[src/rtl/aiu_mac_sequencer.sv]
// aiu_mac_sequencer: runs OUTDATANUM dot products of INPDATANUM signed words
// against a weight memory and keeps the saturated (optionally ReLU'd) results
// in a small result memory readable at any time.
module aiu_mac_sequencer #(
  parameter int unsigned DATAWIDTH  = 32,
  parameter int unsigned INPDATANUM = 8,
  parameter int unsigned OUTDATANUM = 4,
  parameter int unsigned FRACBITS   = 0,
  localparam int unsigned INPADRWIDTH = $clog2(INPDATANUM),
  localparam int unsigned OUTADRWIDTH = $clog2(OUTDATANUM),
  localparam int unsigned WGTADRWIDTH = $clog2(INPDATANUM * OUTDATANUM)
) (
  input  logic                   clk,
  input  logic                   rst_n,
  input  logic                   waitSt,
  output logic                   waitFin,
  input  logic                   cfg_relu,
  output logic [INPADRWIDTH-1:0] inp_adr,
  input  logic [DATAWIDTH-1:0]   inp_data,
  output logic [WGTADRWIDTH-1:0] wgt_adr,
  input  logic [DATAWIDTH-1:0]   wgt_data,
  input  logic [OUTADRWIDTH-1:0] out_adr,
  output logic [DATAWIDTH-1:0]   out_data,
  output logic                   busy
);

  // Accumulator is wide enough to hold INPDATANUM full-scale products exactly.
  localparam int unsigned PRODWIDTH = 2 * DATAWIDTH;
  localparam int unsigned ACCWIDTH  = PRODWIDTH + INPADRWIDTH;
  localparam int unsigned OUTSLOTS  = 2 ** OUTADRWIDTH;

  localparam logic [INPADRWIDTH-1:0] IC_LAST = INPADRWIDTH'(INPDATANUM - 1);
  localparam logic [OUTADRWIDTH-1:0] OC_LAST = OUTADRWIDTH'(OUTDATANUM - 1);
  localparam logic [WGTADRWIDTH-1:0] WGT_ROW = WGTADRWIDTH'(INPDATANUM);

  localparam logic signed [ACCWIDTH-1:0] SAT_MAX =
    {{(ACCWIDTH - DATAWIDTH + 1){1'b0}}, {(DATAWIDTH - 1){1'b1}}};
  localparam logic signed [ACCWIDTH-1:0] SAT_MIN =
    {{(ACCWIDTH - DATAWIDTH + 1){1'b1}}, {(DATAWIDTH - 1){1'b0}}};

  typedef enum logic [1:0] {
    S_IDLE  = 2'd0,
    S_MAC   = 2'd1,
    S_STORE = 2'd2,
    S_DONE  = 2'd3
  } state_t;

  state_t                       state, state_nxt;
  logic [INPADRWIDTH-1:0]       ic, ic_nxt;
  logic [OUTADRWIDTH-1:0]       oc, oc_nxt;
  logic signed [ACCWIDTH-1:0]   acc, acc_nxt;
  logic                         relu_q, relu_nxt;
  logic                         res_we;

  logic signed [PRODWIDTH-1:0]  prod;
  logic signed [ACCWIDTH-1:0]   acc_shifted;
  logic [DATAWIDTH-1:0]         res_sat;
  logic [DATAWIDTH-1:0]         res_val;

  logic [DATAWIDTH-1:0]         result   [OUTDATANUM];
  logic [DATAWIDTH-1:0]         rd_table [OUTSLOTS];

  // Signed product of the current input word and weight.
  always_comb begin
    prod = PRODWIDTH'($signed(inp_data)) * PRODWIDTH'($signed(wgt_data));
  end

  // Scale, saturate to the signed word range, then apply the latched ReLU.
  always_comb begin
    acc_shifted = acc >>> FRACBITS;
    if (acc_shifted > SAT_MAX) begin
      res_sat = SAT_MAX[DATAWIDTH-1:0];
    end else if (acc_shifted < SAT_MIN) begin
      res_sat = SAT_MIN[DATAWIDTH-1:0];
    end else begin
      res_sat = acc_shifted[DATAWIDTH-1:0];
    end
    res_val = (relu_q && res_sat[DATAWIDTH-1]) ? '0 : res_sat;
  end

  // Sequencer state, counters, accumulator and latched ReLU flag.
  always_ff @(posedge clk) begin
    if (!rst_n) begin
      state  <= S_IDLE;
      ic     <= '0;
      oc     <= '0;
      acc    <= '0;
      relu_q <= 1'b0;
    end else begin
      state  <= state_nxt;
      ic     <= ic_nxt;
      oc     <= oc_nxt;
      acc    <= acc_nxt;
      relu_q <= relu_nxt;
    end
  end

  // Next-state, datapath updates and handshake/address outputs.
  always_comb begin
    state_nxt = state;
    ic_nxt    = ic;
    oc_nxt    = oc;
    acc_nxt   = acc;
    relu_nxt  = relu_q;
    res_we    = 1'b0;
    waitFin   = 1'b0;
    busy      = 1'b1;
    inp_adr   = '0;
    wgt_adr   = '0;

    unique case (state)
      S_IDLE: begin
        busy = 1'b0;
        if (waitSt) begin
          state_nxt = S_MAC;
          relu_nxt  = cfg_relu;
          ic_nxt    = '0;
          oc_nxt    = '0;
          acc_nxt   = '0;
        end
      end

      S_MAC: begin
        inp_adr = ic;
        wgt_adr = WGTADRWIDTH'(oc) * WGT_ROW + WGTADRWIDTH'(ic);
        acc_nxt = acc + ACCWIDTH'(prod);
        ic_nxt  = ic + INPADRWIDTH'(1);
        if (ic == IC_LAST) begin
          state_nxt = S_STORE;
        end
      end

      S_STORE: begin
        res_we  = 1'b1;
        acc_nxt = '0;
        ic_nxt  = '0;
        if (oc == OC_LAST) begin
          state_nxt = S_DONE;
        end else begin
          oc_nxt    = oc + OUTADRWIDTH'(1);
          state_nxt = S_MAC;
        end
      end

      S_DONE: begin
        // Handshake follows the request level; a held request never restarts.
        waitFin = waitSt;
        if (!waitSt) begin
          state_nxt = S_IDLE;
        end
      end

      default: begin
        state_nxt = S_IDLE;
      end
    endcase
  end

  // Result memory: cleared by reset, written once per output in STORE.
  always_ff @(posedge clk) begin
    if (!rst_n) begin
      for (int unsigned e = 0; e < OUTDATANUM; e++) begin
        result[e] <= '0;
      end
    end else if (res_we) begin
      result[oc] <= res_val;
    end
  end

  // Read table padded to the full address space; unused slots read zero.
  for (genvar g = 0; g < OUTSLOTS; g++) begin : g_rd
    if (g < OUTDATANUM) begin : g_used
      assign rd_table[g] = result[g];
    end else begin : g_unused
      assign rd_table[g] = '0;
    end
  end

  assign out_data = rd_table[out_adr];

endmodule

[config.mk]
export PLATFORM = sky130hd
export DESIGN_NAME = aiu_mac_sequencer
export DESIGN_NICKNAME = d
export VERILOG_FILES = /design/src/rtl/aiu_mac_sequencer.sv
export SDC_FILE = /design/constraint.sdc
export NUM_CORES = 2
export LEC_CHECK = 0
export CAP_MARGIN = 40
export CORE_ASPECT_RATIO = 1.25
export CORE_MARGIN = 2
export CORE_UTILIZATION = 27
export CTS_CLUSTER_DIAMETER = 120
export CTS_CLUSTER_SIZE = 16
export DETAILED_ROUTE_END_ITERATION = 16
export PLACE_DENSITY = 0.49
export SLEW_MARGIN = 20
export SYNTH_ARGS = -nofsm -noshare
export SYNTH_HDL_FRONTEND = slang
export SYNTH_SLANG_ARGS = --single-unit
export TNS_END_PERCENT = 1
[constraint.sdc]
create_clock -name clk -period 10.6 [get_ports clk]
set_input_delay 2.65 -clock clk [delete_from_list [all_inputs] [get_ports clk]]
set_output_delay 2.65 -clock clk [all_outputs]
set_load 0.1 [all_outputs]
# [Word level (Yosys, flattened, before mapping)]
# Memories as Yosys holds them, arrays and structs flattened.
# Cells that the tools add are included.
[word_totals] memories=1 out_inout_bits=42 latch_bits=0 elab_cells=63 inputBits=70 ff_bits=75 rom_bits=0 ram_bits=128
[op_classes] reduce_logical=9 multipliers=1 shift=0 add_sub_neg=4 order_cmp=3 div=0 muxes=30 n_bitwise=1 eq_ne=9
[mem_list] name="result" words=4 word_bits=32 rd=4 rd_clocked_by_memory_dff=0 write_ports=4 line="60" text="logic [DATAWIDTH-1:0] result [OUTDATANUM];"
[ops] op="67-bit case mux with 3 select lines" n=1
[ops] op="32-bit two-way mux" n=6
[ops] op="67-bit by 64-bit adder with 67-bit output" n=1
[ops] op="67-bit by 32-bit > comparator with 1-bit output, second input constant" n=1
[ops] op="67-bit by 32-bit < comparator with 1-bit output, second input constant" n=1
[ops] op="67-bit two-way mux" n=1
[ops] op="32-bit binary-select mux with 2-bit select" n=1
[ops] op="32-bit by 32-bit multiplier with 64-bit output" n=1
[ops] op="32-bit OR reduction" n=1
[ops] op="2-bit two-way mux" n=7
[ops] op="3-bit case mux with 3 select lines" n=1
[ops] op="1-bit two-way mux" n=8
[ops] op="2-bit inequality test, second input constant" n=4
[ops] op="2-bit case mux with 4 select lines" n=1
[ops] op="2-bit equality test, second input constant" n=3
[ops] op="3-bit two-way mux" n=2
[ops] op="3-bit AND reduction" n=2
[ops] op="5-bit by 3-bit adder with 5-bit output" n=1
[ops] op="5-bit two-way mux" n=1
[ops] op="2-bit case mux with 2 select lines" n=1
[ops] op="2-bit AND reduction" n=2
[ops] op="3-bit by 1-bit adder with 3-bit output, second input constant" n=1
[ops] op="3-bit equality test, second input constant" n=1
[ops] op="3-bit >= comparator, second input constant" n=1
[ops] op="other kinds (7)" n=7

# [Logic depth before layout (Yosys ltp)]
[depth] depth_word=7 ltp_mapped=30 ltp_nobuf=28

# [Least setup slack after synthesis]
# OpenSTA, ideal clock, no wires.
[synth_path] path_kind="input -> register" start="input inp_data[31]" end="register acc[65]" stages=26 t_required_ns=10.538 arrival_ns=11.031 n_path_buf=1 slack_ns=-0.492 path_cell_list="clkbuf_1 > nand2_1 > fa_1 > fa_1 > inv_1 > fa_1 > inv_1 > fa_1 > inv_1 > fa_1 > fa_1 > fa_1 > inv_1 > fa_1 > inv_1 > ha_1 > and2_2 > nand3_2 > nor3_1 > nand3_1 > o211ai_1 > a31oi_4 > o31a_1 > o21a_1 > or4_1 > nand3_1"
[synth_between] elab_chain_cells=3
[synth_lines] item="start, declared" line="19" text="input logic [DATAWIDTH-1:0] inp_data,"
[synth_lines] item="32-bit by 32-bit multiplier with 64-bit output" line="65" text="prod = PRODWIDTH'($signed(inp_data)) * PRODWIDTH'($signed(wgt_data));"
[synth_lines] item="67-bit by 64-bit adder with 67-bit output" line="126" text="acc_nxt = acc + ACCWIDTH'(prod);"
[synth_lines] item="67-bit case mux with 3 select lines" line="111" text="unique case (state)"
[synth_lines] item="end signal, assigned" line="93" text="acc <= acc_nxt;"
[synth_lines] item="end, declared" line="51" text="logic signed [ACCWIDTH-1:0] acc, acc_nxt;"
# Every way passes these cells.
# A chain may end at the register's enable or synchronous reset.

# [Final worst setup path]
# Ends and elaborated chain as after synthesis.

==> run metrics <==
status completed; number of DRC violations after detailed routing 0; syn_nets 6,672; EDFF count, synth between 100 and 150; Critical-path top delay cell fa_1; largest family of logic cells by synthesized area adder cells; Avg Vias per Cell 4.41; crit-path most repeated cell fa_1; max-cap viol count 0; WS Path Type in2reg; IO Count 112; Clock Sinks between 200 and 250; largest area contributor in the netlist fa_1; # H-tree levels 1; Post-layout nets a little under 7,000; initial antenna violation count 3; top cells by area, synth fa_1 50%, inv_1 10%, edfxtp_1 7.8%; GR Overflow Total 0; yosys warns 0; Fin. Hold Viols 0; CTS tree yes; Rows around 180; GP Congestion around 0.83; Synth top area share 0.502; Routed Antenna Nets 0; DRT Wirelength 134 mm; Worst EP required about 11 ns; core area roughly 0.18 sq mm; Distinct cells, synth 79; mux cell area share after synthesis 0.0152; Slew @ Worst Pin 0.777 ns; Syn Area/Cell ~9.7 sq um; Crit path max-delay family adder cells; Routed WL per cell roughly 18 um; Antenna diodes 0; mapped cell area 0.0495 sq mm; synthesis-stage register bit count around 200; vias in the first global route 38,400; CP Launch Type input pin; Clk pin slew, worst setup/hold paths 0.07 ns; vias 33,900; CP max FO 27; starting density of the core 0.272; CTS hold repair buffers 0; sequential element share of the synthesized area 0.108; Port Buf Inserts 111; drt initial violations 1,460; Die X 387 um; post-CTS setup buffer count 0; Final Critical Period ~10 ns; pin count of the biggest net entering global routing 50; Worst EP arrival between 10 and 15 ns; simple-gate share of the synthesized area 0.136; Worst path max stage delay 0.63 ns; Die Area 0.187 sq mm; first-pass detailed-route iteration total 5; clk_skew 0.0240 ns; crit end category flop; first-pass GRT wire length 218 mm; clock buffer count from CTS 17; Final setup viols 0; Fmax 0.0978 GHz; final setup TNS 0 ns; CTS Buffer Depth 3; fin crit share 0.965; fraction of layout instances using a drive strength above 1 0.0709; worst path bufs/invs 10; relative slew slack 0.476; RSZ-0062 raised after global routing false; Hold Crit Class reg2reg; Die H 483 um; post-synthesis adder-cell area fraction 0.560; fill cell count 19,200; post-CTS sizing 0; dpl hpwl approximately 120 mm; post-synthesis compound-gate area fraction 0.0452; fin. max-slew vios 0; area delta synth->final 14.0%; total global-route track usage 0.148; Clock Tree Root clkbuf_16; clk_lat worst skew 0.51 ns; xor/xnor share of the synthesized area 0.0127; Mapped Cells 5,132; fraction of registers with async set/reset 0; dominant synthesized flop cell edfxtp_1
-- registers in the layout, indices dropped and copies added (netlist names) --
signal and flops:
relu_q 1, result 128, acc 67, state 2, ic 3, oc 2
-- placed cells by master, fill, tap and decap left out, types with 75 or more instances in the layout --
master / Yosys / final
fa_1: 1243 / 1243
edfxtp_1: 128 / 128
clkdlybuf4s50_1: 0 / 110
nor2_1: 201 / 201
nand2_1: 612 / 610
dfxtp_1: 75 / 75
a21oi_1: 78 / 77
buf_4: 8 / 185
ha_1: 227 / 227
and2_1: 469 / 469
inv_1: 1329 / 1328
o21ai_0: 94 / 94
-- stage by stage --
| step | cell area [sq um] | instances | util | hold slack [ns] | worst slack, ns |
|---|---|---|---|---|---|
| 2_1_floorplan | 49600 | 5132 | - | 0.440 | 0.0967 |
| 3_3_place_gp | 55200 | 7602 | 0.303 | 0.483 | -0.0441 |
| 3_5_place_dp | 55900 | 7647 | 0.307 | 0.494 | -0.137 |
| 4_1_cts | 56400 | 7677 | 0.310 | 0.507 | 0.366 |
| 5_1_grt | 56500 | 7678 | 0.310 | 0.532 | 0.0170 |
| 6_report | 56500 | 7678 | 0.310 | 0.500 | 0.370 |
-- tightest hold or removal path: cells and delay by family (launching register included) --
family | cells | cell delay [ns]
flip-flops | 1 | 0.34
AO/OA/AOI/OAI | 1 | 0.06
AND/OR/NAND/NOR | 1 | 0.05
-- final timing paths --
kind           startpoint  cells past startpoint  slack (ns)  endpoint
min               acc[41]                      2        0.50   acc[41]
max          inp_data[31]                     30        0.37   acc[65]
max reg2reg       acc[21]                     25        2.96   acc[64]
min reg2reg       acc[41]                      2        0.50   acc[41]
-- cell usage after synthesis, types with 10 or more instances --
master	number
inv_1	1329
fa_1	1243
nand2_1	612
and2_1	469
clkbuf_1	251
ha_1	227
nor2_1	201
edfxtp_1	128
o21ai_0	94
a21oi_1	78
dfxtp_1	75
xnor2_1	48
a22oi_1	44
a21o_1	36
nand4_1	34
mux4_2	32
xor2_1	24
nand3_1	14
a31oi_1	12
o21a_1	12
o21bai_1	12
nor2b_1	11
nor3_1	11
buf_1	10
nor4_1	10
-- cell type report --
type | count | area (sq um) | share of cell area
clock buffers | 27 | 463 | 0.00820
clock inverters | 3 | 33.8 | 0.000598
inverters | 1330 | 5000 | 0.0885
multi-input cells | 3321 | 38100 | 0.675
flip-flops and latches | 203 | 5350 | 0.0947
well taps | 2389 | 2990 | 0.0529
repair buffers | 405 | 4520 | 0.0800
-- per-layer routing --
metal	vias to the layer above	global-route usage	share of wire
li1	15200	-	-
met4	2	0.0322	0.025
met2	487	0.291	0.56
met5	-	0	0.00015
met1	18000	0.175	0.39
met3	150	0.0113	0.026
-- kinds of logic (layout without fill, tap and decap cells) --
group	count (synthesis)	count (layout)
AO/OA/AOI/OAI	343	343
buffers and inverters	1608	1765
flip-flops	203	203
adder cells (fa/ha/maj)	1470	1470
multiplexers	35	35
XOR/XNOR	72	72
AND/OR/NAND/NOR	1401	1401
Power is not shown: default switching activity piles up to over one toggle a cycle in this logic, so the estimate is an artifact.
